$ cat src/rtl/hazard_ctrl.sv
// Pipeline hazard controller: branch flush, load-use stall and multiply/divide occupancy stall.
// Define MDU_STALL_EN to build the multiply/divide tracking FSM; without it the MDU inputs are ignored.
module hazard_ctrl #(
    parameter int MUL_LAT = 4,
    parameter int DIV_LAT = 32
) (
    input  logic        clk,
    input  logic        rst,
    input  logic [4:0]  IDoutrs,
    input  logic [4:0]  IDoutrt,
    input  logic        IDuseRt,
    input  logic [4:0]  EXoutrd,
    input  logic        EXoutMemRead,
    input  logic        branchTaken,
    input  logic        mduStart,
    input  logic        mduIsDiv,
    input  logic        IDreadsHiLo,
    output logic        pcWrite,
    output logic        ifidWrite,
    output logic        ifidFlush,
    output logic        idexBubble,
    output logic        mduBusy,
    output logic [15:0] stallCnt
);

    // Handshake note: there is no valid/ready pairing here; every output is a
    // same-cycle combinational decode of the current inputs and state.

    logic load_use;
    logic mdu_haz;

    assign load_use = EXoutMemRead && (EXoutrd != 5'd0) &&
                      ((EXoutrd == IDoutrs) || (IDuseRt && (EXoutrd == IDoutrt)));

`ifdef MDU_STALL_EN
    localparam logic [0:0] RUN      = 1'b0;
    localparam logic [0:0] MDU_WAIT = 1'b1;

    logic [0:0] state;
    logic [7:0] mdu_cnt;

    // An MDU op already in flight is older than a taken branch, so the
    // counter keeps running through flushes.
    always_ff @(posedge clk) begin
        if (rst) begin
            state   <= RUN;
            mdu_cnt <= 8'd0;
        end else begin
            case (state)
                RUN: begin
                    if (mduStart && !branchTaken && !load_use) begin
                        mdu_cnt <= mduIsDiv ? 8'(DIV_LAT - 1) : 8'(MUL_LAT - 1);
                        state   <= MDU_WAIT;
                    end
                end
                MDU_WAIT: begin
                    if (mdu_cnt == 8'd0) begin
                        state <= RUN;
                    end else begin
                        mdu_cnt <= mdu_cnt - 8'd1;
                    end
                end
                default: state <= RUN;
            endcase
        end
    end

    assign mdu_haz = (state == MDU_WAIT) && (mduStart || IDreadsHiLo);
    assign mduBusy = (state == MDU_WAIT);
`else
    logic unused_mdu;

    assign unused_mdu = ^{mduStart, mduIsDiv, IDreadsHiLo, 8'(MUL_LAT), 8'(DIV_LAT)};
    assign mdu_haz    = 1'b0;
    assign mduBusy    = 1'b0;
`endif

    always_comb begin
        pcWrite    = 1'b1;
        ifidWrite  = 1'b1;
        ifidFlush  = 1'b0;
        idexBubble = 1'b0;
        if (branchTaken) begin
            ifidFlush  = 1'b1;
            idexBubble = 1'b1;
        end else if (load_use || mdu_haz) begin
            pcWrite    = 1'b0;
            ifidWrite  = 1'b0;
            idexBubble = 1'b1;
        end
    end

    always_ff @(posedge clk) begin
        if (rst) begin
            stallCnt <= 16'd0;
        end else if (!pcWrite && (stallCnt != 16'hFFFF)) begin
            stallCnt <= stallCnt + 16'd1;
        end
    end

endmodule
$ cat config.mk
export PLATFORM = sky130hd
export DESIGN_NAME = hazard_ctrl
export DESIGN_NICKNAME = d
export VERILOG_FILES = /design/src/rtl/hazard_ctrl.sv
export SDC_FILE = /design/constraint.sdc
export NUM_CORES = 1
export LEC_CHECK = 0
export CAP_MARGIN = 20
export CORE_ASPECT_RATIO = 0.7
export CORE_MARGIN = 2
export CORE_UTILIZATION = 41
export CTS_CLUSTER_SIZE = 25
export DETAILED_ROUTE_END_ITERATION = 10
export GPL_TIMING_DRIVEN = 0
export HOLD_SLACK_MARGIN = 0.08
export PLACE_DENSITY = 0.79
export SYNTH_ARGS = -nofsm -noshare
export SYNTH_HDL_FRONTEND = slang
export SYNTH_SLANG_ARGS = --single-unit
export TNS_END_PERCENT = 100
$ cat constraint.sdc
create_clock -name clk -period 2.7 [get_ports clk]
set_input_delay 0.54 -clock clk [delete_from_list [all_inputs] [get_ports clk]]
set_output_delay 0.54 -clock clk [all_outputs]
set_load 0.05 [all_outputs]
==> results of run 1 <==
[kinds of logic (layout without fill, tap and decap cells)]
logic type	count (synthesis)	after routing	synth area share
AND/OR/NAND/NOR	54	54	0.297
XOR/XNOR	17	17	0.151
AO/OA/AOI/OAI	16	16	0.123
flip-flops	16	16	0.325
buffers and inverters	12	56	0.0648
multiplexers	2	2	0.0216
adder cells (fa/ha/maj)	1	1	0.0127
other	1	1	0.00381
[power breakdown]
| part | switching (mW) | internal, mW | leakage (nW) | total, mW |
|---|---|---|---|---|
| Clock | 0.0787 | 0.0822 | 0.0210 | 0.161 |
| Combinational | 0.0462 | 0.0466 | 0.359 | 0.0928 |
| Sequential | 0.000375 | 0.236 | 0.129 | 0.236 |
| Total | 0.125 | 0.365 | 0.509 | 0.490 |
[layer usage]
layer,up-vias,wire [microns],share of wire,global-route usage
li1,498,-,-,-
met1,483,1270,0.47,0.267
met2,37,1260,0.46,0.368
met3,2,189,0.069,0.0673
met4,0,5,0.0018,0.0267
met5,-,0,0,0
[path summary, 6_finish.rpt]
| kind | start | to |
|---|---|---|
| hold / removal | stallCnt[15]$_SDFFE_PP0P_ | stallCnt[15]$_SDFFE_PP0P_ |
| setup reg to reg | stallCnt[0]$_SDFFE_PP0P_ | stallCnt[13]$_SDFFE_PP0P_ |
| hold reg to reg | stallCnt[15]$_SDFFE_PP0P_ | stallCnt[15]$_SDFFE_PP0P_ |
| setup / recovery | branchTaken | ifidFlush |
[layout make-up]
type / instances / area [sq um]
buffer: 7 / 45.0
clock buffer: 4 / 36.3
fill: 199 / 733
inverter: 5 / 18.8
multi-input combinational: 91 / 627
sequential: 16 / 320
tap: 32 / 40.0
timing repair buffer: 40 / 387
[synth_stat cells (2+ instances only)]
master and instances:
a21oi_1 5, nand3_1 7, or2_1 2, buf_4 3, or4_1 4, inv_1 5, nand4_1 5, and3_1 2
or3_1 3, nor4_1 2, nand2_1 7, nor2b_1 4, o21ai_0 4, o31ai_1 2, clkbuf_1 3, xnor2_1 14
xor2_1 3, nor2_1 13, dfxtp_1 16
[critical path, delay by kind of cell]
family	cells	cell delay (ns)
buffers and inverters	3	1.55
[what timing repair did]
action                     CTS  global route
pin swaps                    2             2
setup endpoints to repair    3             3
hold buffers                 0             0
resized for setup           25             2
setup buffers                2             0
cloned                       0             0
==> flow_summary.ini, run 1 <==
[outcome]
run_status = complete, no violations

[cts]
cts_buffer_depth = 2
numClockSinks = 16
numCtsBuffers = 3
clkTransAtPathRegs_ns = 0.10
root_buffer = clkbuf_4
clkLatencyLatePin_ns = 0.29
cts.htree.levels = 1
cts_tree = yes

[sta]
fin_skew_ns = 0.00456
fin_ws_ns = 0.0730
report.final.slew_viol_count = 0
post-route-period-util = 0.973
fmax_mhz = 381
worstMarginPinSlew_ns = 0.517
final.setup.tns_ns = 0
max_slew_margin = 0.654
whs_ns = 0.505
setup_viol = 0
hold_viol = 0
rsz0062_at_grt = false
period_needed_ns = 2.63

[synth]
synth-edff-count = 0
yosysTopAreaCell = dfxtp_1
ys_ff_latch = 16
yosys.area.top_type_share = 0.325
synth_cell_types = 34
synth_flop_cell = dfxtp_1
syn_area_sq_um = 985
synth.avg_cell_area_sq_um = 8.27
synth_warnings = 0
postSynthCellCount = 119
yosysSeqAreaShare = 0.325
synth.area.top_cells = dfxtp_1 (33%), xnor2_1 (12%), nor2_1 (5.0%), nand3_1 (3.6%), nand4_1 (3.2%)
async_reset_ff_frac = 0
synth_fp_nets = 143

[setup_path]
end_kind = primary output
worstRegToRegCells = 7
critical_path_class = input port to primary output
critPathArrivalTime_ns = 2.09
critical_path.cell_chain = clkdlybuf4s50_1, buf_4, clkdlybuf4s50_1
cpMostUsedCell = clkdlybuf4s50_1
max_stage_delay_ns = 0.79
worstPathMaxFanout = 5
startpoint_type = input port
slowest_stage = clkdlybuf4s50_1
required_ns = 2.16
reg2reg_slack_ns = 0.41

[hold_path]
whs_path_depth = 1
hold_class = flip-flop to flip-flop

[die]
placeableCoreArea_sq_um = 2210
fp-row-count = 14
die_area_sq_um = 2820
die_h_microns = 45
ios = 44
die_x_microns = 62.6
start_util = 0.446

[layout]
syn2layout_area_growth_pct = 49.7
drive_gt1_frac = 0.123
largest_reg_flops = 16
finalInstanceArea_sq_um = 1470
fin_cells = 195
top_register = stallCnt
diodes = 0
nets = 188
layout_commonest_cell = clkdlybuf4s50_1
top_regs = stallCnt x16
final_cell_mix = clkdlybuf4s50_1 (30), dfxtp_1 (16), xnor2_1 (14), nor2_1 (13)
fin_util = 0.668

[power]
irDropWorstVdd_mv = 0.286
power_leakage_nw = 0.509
power_density_nw_per_um2 = 333
power_uw = 490

[run]
maxCapViolCount = 0

[grt]
antenna_found_initial = 0
grt_overflow = 0
grt_pass1_vias = 1003
grt_pass1_wl_microns = 4610
grt_max_degree = 11
grtUsageTotal = 0.210

[place]
pre_cts_ws_ns = -0.771
port_buffers = 38
placedCellCount = 189
gp_congestion = 0.758
place_area_sq_um = 1410
post-dp-hpwl_microns = 2070

[route]
first_pass_iters = 4
drc = 0
vias = 1020
wl_per_cell_microns = 14.0
via_per_inst = 5.23
wl_microns = 2730
ant_nets = 0
drt_iter0_markers = 46
Power figures use the tool's default switching activity.
==> run 2, diff against run 1 <==
- HOLD_SLACK_MARGIN: 0.08 -> not set
- SLEW_MARGIN: not set -> 25
==> results of run 2 <==
No change in the layout: final DEF, timing and power equal those of run 1.
==> run 3, diff against run 2 <==
- clock period: 2.7 -> 2.85 ns (I/O delays scaled with it)
==> run 3 against run 2 <==
Wire length down 1.1%. Critical path depth rose by 3. Count of clock-buffer cells in the layout unchanged. Utilization rose by 0.11 points. Sequential power fell by 5%. Flip-flop and latch count unchanged. Worst setup slack worse by 0.021 ns. Combinational power is 4.5% lower. Clock skew hardly changed. Die area stayed put.
==> flow_summary.ini, run 3 (synthesis gave the netlist of run 1 again) <==
[setup_path]
critical_path_class = input port to primary output
worstRegToRegCells = 7
r2r-end = stallCnt[13]$_SDFFE_PP0P_
rr_startpoint = stallCnt[0]$_SDFFE_PP0P_
worstPathMaxFanout = 4
reg2reg_slack_ns = 0.57
required_ns = 2.28
end_kind = primary output
startpoint_type = input port
critPathArrivalTime_ns = 2.23

[route]
drc = 0
drt_iter0_markers = 61
wl_microns = 2700
ant_nets = 0
first_pass_iters = 4
via_per_inst = 5.27
wl_per_cell_microns = 13.9
vias = 1028

[grt]
grt_overflow = 0
grtUsageTotal = 0.210
grt_max_degree = 11
grt_pass1_wl_microns = 4620
grt_pass1_vias = 1005
antenna_found_initial = 0

[layout]
nets = 188
diodes = 0
final_cell_mix = clkdlybuf4s50_1 (32), dfxtp_1 (16), xnor2_1 (14), nor2_1 (13)
fillers = 199
register_area_sq_um = 320
layout_commonest_cell = clkdlybuf4s50_1
top_register = stallCnt
fin_util = 0.669
multi_input_area_sq_um = 627
drive_gt1_frac = 0.123
largest_reg_flops = 16
syn2layout_area_growth_pct = 49.9
top_regs = stallCnt x16

[place]
gp_congestion = 0.758
port_buffers = 38
post-dp-hpwl_microns = 2070
pre_cts_ws_ns = -0.681

[die]
start_util = 0.446
ios = 44
placeableCoreArea_sq_um = 2210
fp-row-count = 14
die_area_sq_um = 2820
die_h_microns = 45
die_x_microns = 62.6

[cts]
clkTransAtPathRegs_ns = 0.09
cts_buffer_depth = 2
clkLatencyLatePin_ns = 0.29
cts.htree.levels = 1
root_buffer = clkbuf_4
cts_tree = yes
numClockSinks = 16
hold_buffers = 0
numCtsBuffers = 3

[outcome]
run_status = complete, no violations

[power]
p_switching_uw = 116
swShare = 0.251
power_density_nw_per_um2 = 313
internal-power_uw = 347
irDropWorstVdd_mv = 0.267
seqPwrFrac = 0.484
power_frac_comb = 0.192
power_leakage_nw = 0.506
pwr-share-clk = 0.324

[sta]
whs_ns = 0.504
hold_viol = 0
fin_skew_ns = 0.00434
report.final.slew_viol_count = 0
fin_ws_ns = 0.0524
setup_viol = 0
period_needed_ns = 2.80
fmax_mhz = 357
max_slew_margin = 0.653
rsz0062_at_grt = false
post-route-period-util = 0.982
worstMarginPinSlew_ns = 0.518

[hold_path]
whs_path_depth = 1
hold_class = flip-flop to flip-flop
hp-start = stallCnt[15]$_SDFFE_PP0P_
holdPathEnd = stallCnt[15]$_SDFFE_PP0P_

[run]
maxCapViolCount = 0
-- run 3: cell types whose count changed in the layout (fill, tap and decap cells not counted), sizes merged --
cell	before	now
dlygate4sd2	3	1
clkdlybuf4s50	30	32
-- run 3: per-layer routing --
metal | GRT usage | part of all wire | up-vias
li1 | - | - | 501
met1 | 0.268 | 0.46 | 483
met2 | 0.368 | 0.46 | 42
met3 | 0.0673 | 0.075 | 2
met4 | 0.0267 | 0.0011 | 0
met5 | 0 | 0 | -
-- run 3: repair_timing --
action | CTS | global route
resized for setup | 23 | 2
setup endpoints to repair | 3 | 3
gates cloned | 0 | 0
buffers inserted | 2 | 0
pin swaps | 2 | 2
-- run 3: through the flow --
| stage | total power, mW | TNS [ns] | instances | area (sq um) |
|---|---|---|---|---|
| 4_1_cts | 0.466 | 0 | 195 | 1470 |
| 3_5_place_dp | 0.311 | -1.95 | 189 | 1410 |
| 2_1_floorplan | 0.271 | 0 | 119 | 985 |
| 3_3_place_gp | 0.309 | -1.84 | 189 | 1410 |
| 6_report | 0.463 | 0 | 195 | 1480 |
| 5_1_grt | 0.482 | 0 | 195 | 1480 |
-- run 3: layout make-up --
type,count,area share
Clock buffer,4,0.0246
Timing Repair Buffer,40,0.264
Inverter,5,0.0127
Buffer,7,0.0305
Tap cell,32,0.0271
Multi-Input combinational cell,91,0.425
Sequential cell,16,0.217
-- run 3: power groups by stage --
stage / sequential (mW) / clock (mW) / combinational (mW)
2_1_floorplan: 0.230 / 0 / 0.0408
3_3_place_gp: 0.229 / 0 / 0.0797
3_5_place_dp: 0.229 / 0 / 0.0819
4_1_cts: 0.224 / 0.153 / 0.0883
5_1_grt: 0.224 / 0.164 / 0.0938
6_report: 0.224 / 0.150 / 0.0886
-- run 3: worst max-delay path: stages --
cell	delay, ns
clkdlybuf4s50_1	0.47
or4_4	0.52
o21ai_4	0.20
nor2b_4	0.06
or2_1	0.21
buf_4	0.19
-- run 3: how the worst max path moves through the flow --
stage | cells after the start | from | slack [ns] | to
after CTS | 6 | EXoutrd[2] | 0.01 | idexBubble
after global routing | 6 | EXoutrd[3] | 0.01 | idexBubble
final | 6 | EXoutrd[3] | 0.05 | idexBubble
after floorplan | 5 | EXoutrd[1] | 0.24 | pcWrite
after detailed placement | 7 | EXoutrd[1] | -0.68 | pcWrite
after global placement | 7 | EXoutrd[0] | -0.64 | idexBubble
